==> src/rtl/cache_arbiter_if.sv <==
// Bus bundle between the split L1 caches, the arbiter and physical memory.
// master: the arbiter's view (drives resps, line data and the pmem strobes).
// slave:  the environment's view (caches and memory).
interface cache_arbiter_if #(
    parameter int LINE_WIDTH = 256,
    parameter int ADDR_WIDTH = 32
);
    // I-cache side
    logic                  icache_read;
    logic [ADDR_WIDTH-1:0] icache_address;
    logic [LINE_WIDTH-1:0] icache_rdata;
    logic                  icache_resp;
    // D-cache side
    logic                  dcache_read;
    logic                  dcache_write;
    logic [ADDR_WIDTH-1:0] dcache_address;
    logic [LINE_WIDTH-1:0] dcache_wdata;
    logic [LINE_WIDTH-1:0] dcache_rdata;
    logic                  dcache_resp;
    // Physical memory side
    logic                  pmem_read;
    logic                  pmem_write;
    logic [ADDR_WIDTH-1:0] pmem_address;
    logic [LINE_WIDTH-1:0] pmem_wdata;
    logic [LINE_WIDTH-1:0] pmem_rdata;
    logic                  pmem_resp;

    modport master (
        input  icache_read, icache_address,
        input  dcache_read, dcache_write, dcache_address, dcache_wdata,
        input  pmem_rdata, pmem_resp,
        output icache_rdata, icache_resp,
        output dcache_rdata, dcache_resp,
        output pmem_read, pmem_write, pmem_address, pmem_wdata
    );

    modport slave (
        output icache_read, icache_address,
        output dcache_read, dcache_write, dcache_address, dcache_wdata,
        output pmem_rdata, pmem_resp,
        input  icache_rdata, icache_resp,
        input  dcache_rdata, dcache_resp,
        input  pmem_read, pmem_write, pmem_address, pmem_wdata
    );
endinterface

==> src/rtl/cache_arbiter.sv <==
// Serialises I-cache line fills and D-cache fills/write-backs onto one
// physical-memory port, one full line at a time. Ties alternate between the
// two caches so neither fetch nor MEM can be starved.
module cache_arbiter #(
    parameter int LINE_WIDTH = 256,
    parameter int ADDR_WIDTH = 32
) (
    input  logic              clk,
    input  logic              rst,
    cache_arbiter_if.master   bus
);

    typedef enum logic [1:0] {
        IDLE   = 2'd0,
        I_BUSY = 2'd1,
        D_BUSY = 2'd2,
        RESP   = 2'd3
    } state_t;

    // Transaction latched at grant; requester inputs are ignored after that.
    typedef struct packed {
        logic [ADDR_WIDTH-1:0] addr;
        logic [LINE_WIDTH-1:0] wdata;
        logic                  is_write;
    } txn_t;

    state_t                state;
    txn_t                  txn;
    logic                  last_grant_d;  // 0: I-cache won last, 1: D-cache
    logic [LINE_WIDTH-1:0] line_buf;      // shared return line for both caches
    logic                  pmem_read_q;
    logic                  pmem_write_q;
    logic                  icache_resp_q;
    logic                  dcache_resp_q;

    logic i_pend;
    logic d_pend;
    logic grant_d;

    // A write-back wins over a simultaneous D-cache read; the read is dropped.
    // On a tie the requester that did not win last time gets the port.
    assign i_pend  = bus.icache_read;
    assign d_pend  = bus.dcache_read | bus.dcache_write;
    assign grant_d = d_pend & (~i_pend | ~last_grant_d);

    // Arbitration FSM; every output is a register so strobes drop with rst.
    always_ff @(posedge clk or posedge rst) begin
        if (rst) begin
            state         <= IDLE;
            txn           <= '0;
            last_grant_d  <= 1'b0;
            line_buf      <= '0;
            pmem_read_q   <= 1'b0;
            pmem_write_q  <= 1'b0;
            icache_resp_q <= 1'b0;
            dcache_resp_q <= 1'b0;
        end else begin
            case (state)
                IDLE: begin
                    if (i_pend | d_pend) begin
                        last_grant_d <= grant_d;
                        if (grant_d) begin
                            txn.addr     <= bus.dcache_address;
                            txn.is_write <= bus.dcache_write;
                            if (bus.dcache_write) begin
                                txn.wdata <= bus.dcache_wdata;
                            end
                            pmem_read_q  <= ~bus.dcache_write;
                            pmem_write_q <= bus.dcache_write;
                            state        <= D_BUSY;
                        end else begin
                            txn.addr     <= bus.icache_address;
                            txn.is_write <= 1'b0;
                            pmem_read_q  <= 1'b1;
                            pmem_write_q <= 1'b0;
                            state        <= I_BUSY;
                        end
                    end
                end
                I_BUSY, D_BUSY: begin
                    // No timeout: memory may take as long as it needs.
                    if (bus.pmem_resp) begin
                        if (!txn.is_write) begin
                            line_buf <= bus.pmem_rdata;
                        end
                        icache_resp_q <= (state == I_BUSY);
                        dcache_resp_q <= (state == D_BUSY);
                        pmem_read_q   <= 1'b0;
                        pmem_write_q  <= 1'b0;
                        state         <= RESP;
                    end
                end
                RESP: begin
                    // One-cycle pulse gives the requester time to drop its
                    // level request before the next arbitration.
                    icache_resp_q <= 1'b0;
                    dcache_resp_q <= 1'b0;
                    state         <= IDLE;
                end
                default: begin
                    state <= IDLE;
                end
            endcase
        end
    end

    assign bus.pmem_read    = pmem_read_q;
    assign bus.pmem_write   = pmem_write_q;
    assign bus.pmem_address = txn.addr;
    assign bus.pmem_wdata   = txn.wdata;
    assign bus.icache_resp  = icache_resp_q;
    assign bus.dcache_resp  = dcache_resp_q;
    assign bus.icache_rdata = line_buf;
    assign bus.dcache_rdata = line_buf;

endmodule

==> src/flat_wrapper.sv <==
// flat-port wrapper written by rule: the top's interface ports become plain ports
module cache_arbiter_flat 
#(
    parameter int LINE_WIDTH = 256,
    parameter int ADDR_WIDTH = 32
)
  (clk, rst, bus_icache_read, bus_icache_address, bus_dcache_read, bus_dcache_write, bus_dcache_address, bus_dcache_wdata, bus_pmem_rdata, bus_pmem_resp, bus_icache_rdata, bus_icache_resp, bus_dcache_rdata, bus_dcache_resp, bus_pmem_read, bus_pmem_write, bus_pmem_address, bus_pmem_wdata);
  cache_arbiter_if #(.LINE_WIDTH(LINE_WIDTH), .ADDR_WIDTH(ADDR_WIDTH)) bus_i ();
  input  logic clk;
  input  logic rst;
  input wire logic [$bits(bus_i.icache_read)-1:0] bus_icache_read;
  input wire logic [$bits(bus_i.icache_address)-1:0] bus_icache_address;
  input wire logic [$bits(bus_i.dcache_read)-1:0] bus_dcache_read;
  input wire logic [$bits(bus_i.dcache_write)-1:0] bus_dcache_write;
  input wire logic [$bits(bus_i.dcache_address)-1:0] bus_dcache_address;
  input wire logic [$bits(bus_i.dcache_wdata)-1:0] bus_dcache_wdata;
  input wire logic [$bits(bus_i.pmem_rdata)-1:0] bus_pmem_rdata;
  input wire logic [$bits(bus_i.pmem_resp)-1:0] bus_pmem_resp;
  output wire logic [$bits(bus_i.icache_rdata)-1:0] bus_icache_rdata;
  output wire logic [$bits(bus_i.icache_resp)-1:0] bus_icache_resp;
  output wire logic [$bits(bus_i.dcache_rdata)-1:0] bus_dcache_rdata;
  output wire logic [$bits(bus_i.dcache_resp)-1:0] bus_dcache_resp;
  output wire logic [$bits(bus_i.pmem_read)-1:0] bus_pmem_read;
  output wire logic [$bits(bus_i.pmem_write)-1:0] bus_pmem_write;
  output wire logic [$bits(bus_i.pmem_address)-1:0] bus_pmem_address;
  output wire logic [$bits(bus_i.pmem_wdata)-1:0] bus_pmem_wdata;
  assign bus_i.icache_read = bus_icache_read;
  assign bus_i.icache_address = bus_icache_address;
  assign bus_i.dcache_read = bus_dcache_read;
  assign bus_i.dcache_write = bus_dcache_write;
  assign bus_i.dcache_address = bus_dcache_address;
  assign bus_i.dcache_wdata = bus_dcache_wdata;
  assign bus_i.pmem_rdata = bus_pmem_rdata;
  assign bus_i.pmem_resp = bus_pmem_resp;
  assign bus_icache_rdata = bus_i.icache_rdata;
  assign bus_icache_resp = bus_i.icache_resp;
  assign bus_dcache_rdata = bus_i.dcache_rdata;
  assign bus_dcache_resp = bus_i.dcache_resp;
  assign bus_pmem_read = bus_i.pmem_read;
  assign bus_pmem_write = bus_i.pmem_write;
  assign bus_pmem_address = bus_i.pmem_address;
  assign bus_pmem_wdata = bus_i.pmem_wdata;
  cache_arbiter #(.LINE_WIDTH(LINE_WIDTH), .ADDR_WIDTH(ADDR_WIDTH)) u_core (.clk(clk), .rst(rst), .bus(bus_i));
endmodule
==> config.mk <==
export PLATFORM = sky130hd
export DESIGN_NAME = cache_arbiter_flat
export DESIGN_NICKNAME = d
export VERILOG_FILES = /design/src/rtl/cache_arbiter_if.sv /design/src/rtl/cache_arbiter.sv /design/src/flat_wrapper.sv
export SDC_FILE = /design/constraint.sdc
export NUM_CORES = 1
export LEC_CHECK = 0
export ABC_AREA = 1
export CAP_MARGIN = 10
export CORE_AREA = 4 4 536 538
export DETAILED_ROUTE_END_ITERATION = 10
export DIE_AREA = 0 0 540 542
export GPL_TIMING_DRIVEN = 0
export SETUP_SLACK_MARGIN = 0.05
export SYNTH_ARGS = -nofsm -noshare
export SYNTH_HDL_FRONTEND = slang
export SYNTH_SLANG_ARGS = --single-unit
==> constraint.sdc <==
create_clock -name clk -period 20 [get_ports clk]
set_clock_uncertainty 0.1 [all_clocks]
set_input_delay 2 -clock clk [delete_from_list [all_inputs] [get_ports clk]]
set_output_delay 2 -clock clk [all_outputs]
set_load 0.01 [all_outputs]
# Yosys cells after proc, flatten, opt, wreduce, memory -nomap -nowiden
# Index checks and enable logic that the tools add are counted.
[totals] ff_bits=552 out_inout_bits=804 wordCells=49
[op_classes] n_eq_ne=5 muxes=16 bitwise_logic=8 n_reduce_logical=10
[ops] op="2-to-1 mux 32 bit" n=1
[ops] op="case mux 1 bit (2 select lines)" n=4
[ops] op="2-to-1 mux 1 bit" n=7
[ops] op="2-to-1 mux 2 bit" n=3
[ops] op="case mux 2 bit (3 select lines)" n=1
[ops] op="AND reduction 2 bit" n=3
[ops] op="AND reduction 3 bit" n=2
[ops] op="equality test 2 bit (second input constant)" n=2
[ops] op="NOT 1 bit" n=4
[ops] op="AND reduction 4 bit" n=1
[ops] op="nonzero test 2 bit" n=2
[ops] op="OR 1 bit" n=3
[ops] op="equality test 2 x 1 -> 1 bit (second input constant)" n=1
[ops] op="zero test 2 bit" n=1
[ops] op="inequality test 2 x 1 -> 1 bit (second input constant)" n=1
[ops] op="inequality test 2 bit (second input constant)" n=1
[ops] op="OR reduction 2 bit" n=1
[ops] op="AND 1 bit" n=1

# Logic depth before layout (Yosys ltp)
[depth] ltp_word=6 ltp_mapped=9 mapped_depth_nobuf=8

# Worst setup path after synthesis
# Ideal clock, no wire load.
[synth_path] path_type="in2reg" startpoint="input port bus_icache_read" endpoint="register u_core.txn, in the netlist u_core.bus.pmem_wdata[194]" setup_ps=65 t_arrival_ps=2725 slack_ps=17110 path_stages=7 n_path_buf=2 path_cell_list="nand2_2 > nand3_2 > inv_2 > buf_4 > buf_4 > nand2_1 > nand2_1"
[synth_via] elab_chain_len=4
[synth_rtl] element="start: declaration" line="flat_wrapper.sv:11" source="input wire logic [$bits(bus_i.icache_read)-1:0] bus_icache_read;"
[synth_rtl] element="NOT 1 bit" line="cache_arbiter.sv:44" source="assign grant_d = d_pend & (~i_pend | ~last_grant_d);"
[synth_rtl] element="OR 1 bit" line="cache_arbiter.sv:44"
[synth_rtl] element="AND 1 bit" line="cache_arbiter.sv:44"
[synth_rtl] element="AND reduction 4 bit (no source line) (*)"
[synth_rtl] element="end: declaration" line="cache_arbiter.sv:28" source="txn_t txn;"
# Mark *: on every way between the ends. The rest lies on a longest branch, timed or not.
# A chain may end at the register's enable or synchronous reset.

# Final worst setup path
[layout_path] startpoint="register u_core.line_buf[30] (netlist: u_core.bus.dcache_rdata[30])" endpoint="output port bus_icache_rdata[30]"
[layout_lines] element="start: declaration" line="cache_arbiter.sv:30" source="logic [LINE_WIDTH-1:0] line_buf;"
[layout_lines] element="start signal: assignment" line="cache_arbiter.sv:84" source="line_buf <= bus.pmem_rdata;"
[layout_lines] element="end: declaration" line="flat_wrapper.sv:19" source="output wire logic [$bits(bus_i.icache_rdata)-1:0] bus_icache_rdata;"
# No word-level cell between the ends.

==> qor.txt <==
Tightest Hold Check Type = flop to flop
Non-filler cells in the finished layout = 8,330
Final Max Slew Viols = 0
Status = finished, final reports clean
Wirelength per Cell = 28.0 um
Compound-Gate Fraction of Synth Area = 5.12%
Initial Util = 9.09%
Vias/cell = 3.11
First-pass GRT wire length = 287,000 um
Max-cap violation count = 0
Clk slew on worst S/H paths = 50 ps
Largest family of logic cells by synthesized area = buffers and inverters
Finished Core Util = 16.7%
Vias in the first global route = 25,300
Final hold slack = 369 ps
Hold_buf cts = 0
Post-CTS Resized = 0
Reg-to-Reg End = u_core.bus.dcache_rdata[250]$_DFFE_PP0P_
Share of cells above drive strength 1 = 16.9%
Peak Freq = 0.212 GHz
Post-synthesis mux area share = 0%
Worst endpoint required time = 17,900 ps
Crit share post-route = 23.6%
Setup bufs post-CTS = 0
Main flop type after synthesis = dfrtp_1
R2r startpoint = u_core.state[0]$_DFFE_PP0P_
Area Growth Syn to Fin = 83.7%
Worst skew pair latency = 760 ps
Hold-critical path endpoint = u_core.bus.icache_resp$_DFFE_PP0P_
CTS Sinks = 552
Post-route design area = 47,100 sq um
Worst Hold Depth = 2
Crit end category = primary output
Max Root-Sink Buffers = 4
Post-layout nets = 5,068
Post-synthesis sequential area ratio = 53.9%
Final ANT Viol Nets = 0
Post-detail-place hpwl = 206,000 um
Core footprint = 282,000 sq um
Final hold violations = 0
Post-synth EDFFs = 0
Placed insts = 8,143
RSZ-0062 raised after global routing = false
DRC = 0
GP Congestion = 0.962
Cell Area, Synth = 25,600 sq um
Xor-xnor portion of the synthesized cell area = 0%
FP Rows = 195
Final setup viols = 0
Leakage = 0.0219 uW
Adder-cell share of the synthesized area = 0.195%
Tightest Pin Transition = 1030 ps
Synth Area per Inst = 8.52 sq um
Design Power = 8370 uW
Die Y = 542 um
Grt ovf = 0
Asr flop ratio synth = 100%
Critical path class = flop to primary output
IO Count = 1,386
Root Buffer = clkbuf_16
Total CTS buffers = 80
WP data arrival = 2620 ps
Largest net degree at the start of global routing = 114
H-tree Lvls = 3
Initial antenna violation count = 146
Via count = 25,900
Drt first pass iters = 6
Placed Area = 44,400 sq um
Syn nets = 3,595
Die area = 293,000 sq um
Final min period = 4720 ps
Relative slew margins = 31.6%
Synth cell types = 21
Worst Setup Start Kind = flop
Die width = 540 um
Detailed Route Iter0 Violations = 2,051
CTS tree = done
Worst-path fanout max = 3
Worst min-delay path startpoint = u_core.bus.icache_resp$_DFFE_PP0P_
Worst vdd ir = 0.0776 mV
Synthesis Warnings = 0
GRT Total Usage = 15.3%
Reg-to-reg setup timing slack = 16,740 ps
Pwr Density = 178 nW/um^2
Post-Syn Instances = 3,009
Seq cells post-synth = 552
# port buffers = 1,385
Simple-gate portion of the synthesized area = 18.6%
R2R depth = 6
Crit path from = u_core.bus.dcache_rdata[30]$_DFFE_PP0P_
Post-Route WL = 233,000 um
## cell type report
cell class | instances | area, sq um
repair buffers | 1391 | 14000
flip-flops and latches | 552 | 13800
inverters | 269 | 1020
fillers | 31900 | 235000
plain buffers | 672 | 4690
multi-input cells | 1516 | 6130
clock buffers | 105 | 2200
clock inverters | 34 | 450
diodes | 48 | 120
well taps | 3743 | 4680
## critical path, cell delays in order, from the launching register on
cell             delay (ps)
dfrtp_1                 720
buf_4                   210
clkdlybuf4s50_1         890
## worst max path at each step
stage	end	slack [ps]
2_1_floorplan	u_core.bus.dcache_rdata[0]$_DFFE_PP0P_	2470
3_3_place_gp	u_core.bus.dcache_rdata[193]$_DFFE_PP0P_	-6940
3_5_place_dp	u_core.bus.dcache_rdata[251]$_DFFE_PP0P_	14790
4_1_cts	bus_icache_rdata[30]	15210
5_1_grt	bus_icache_rdata[27]	15180
6_report	bus_icache_rdata[30]	15280
## sequential cells by signal, indices dropped and copies added, names as in the netlist
signal / cells
u_core.last_grant_d: 1
u_core.state: 2
u_core.bus.pmem_read: 1
u_core.bus.dcache_rdata: 256
u_core.bus.icache_resp: 1
u_core.txn: 1
u_core.bus.pmem_wdata: 256
u_core.bus.dcache_resp: 1
u_core.bus.pmem_address: 32
u_core.bus.pmem_write: 1
## per-stage QoR
stage / setup TNS [ps] / setup slack [ps]
floorplan: 0 / 2470
global placement: -3703710 / -6940
detailed placement: 0 / 14790
CTS: 0 / 15210
global route: 0 / 15180
finish: 0 / 15280
## cell families (layout without fill, tap and decap cells)
group,after synthesis,in the layout
AND/OR/NAND/NOR,1251,1251
buffers and inverters,941,2471
flip-flops,552,552
AO/OA/AOI/OAI,261,261
adder cells (fa/ha/maj),4,4
other,0,48
## report_power, final
part           internal (uW)  switching [uW]
combinational           2240            2320
clock                    870             626
sequential              1640             663
total                   4760            3610
## cells in the mapped netlist, types with 2 or more instances
| cell | number | area, sq um |
|---|---|---|
| buf_1 | 5 | 18.8 |
| buf_2 | 74 | 370 |
| buf_4 | 550 | 4130 |
| buf_6 | 2 | 22.5 |
| clkbuf_1 | 41 | 154 |
| dfrtp_1 | 552 | 13800 |
| ha_1 | 4 | 50.1 |
| inv_1 | 268 | 1010 |
| nand2_1 | 1206 | 4530 |
| nand2_2 | 2 | 12.5 |
| nand3_1 | 37 | 185 |
| nand3_2 | 2 | 20.0 |
| o21ai_0 | 258 | 1290 |
## layer usage
metal	part of all wire, %	wire length (um)	global-route usage, %
met1	36	84600	16.4
met2	44	104000	24.2
met3	15	35400	10.0
met4	3.7	8590	4.80
met5	0.47	1100	1.18
## placed cells by master (no fill, tap or decap), types with 2 or more instances in the layout
cell and n:
clkdlybuf4s50_1 1385, nand2_1 1206, dfrtp_1 552, buf_4 550, inv_1 267, o21ai_0 258
clkbuf_16 80, buf_2 74, clkbuf_1 56, diode_2 48, nand3_1 37, clkbuf_8 10
inv_6 8, clkinv_2 7, bufinv_16 7, buf_1 5, clkinvlp_4 5, buf_16 5
ha_1 4, clkinv_4 4, buf_6 2, nand2_2 2, nand3_2 2, clkinv_8 2
Power figures use the tool's default switching activity.
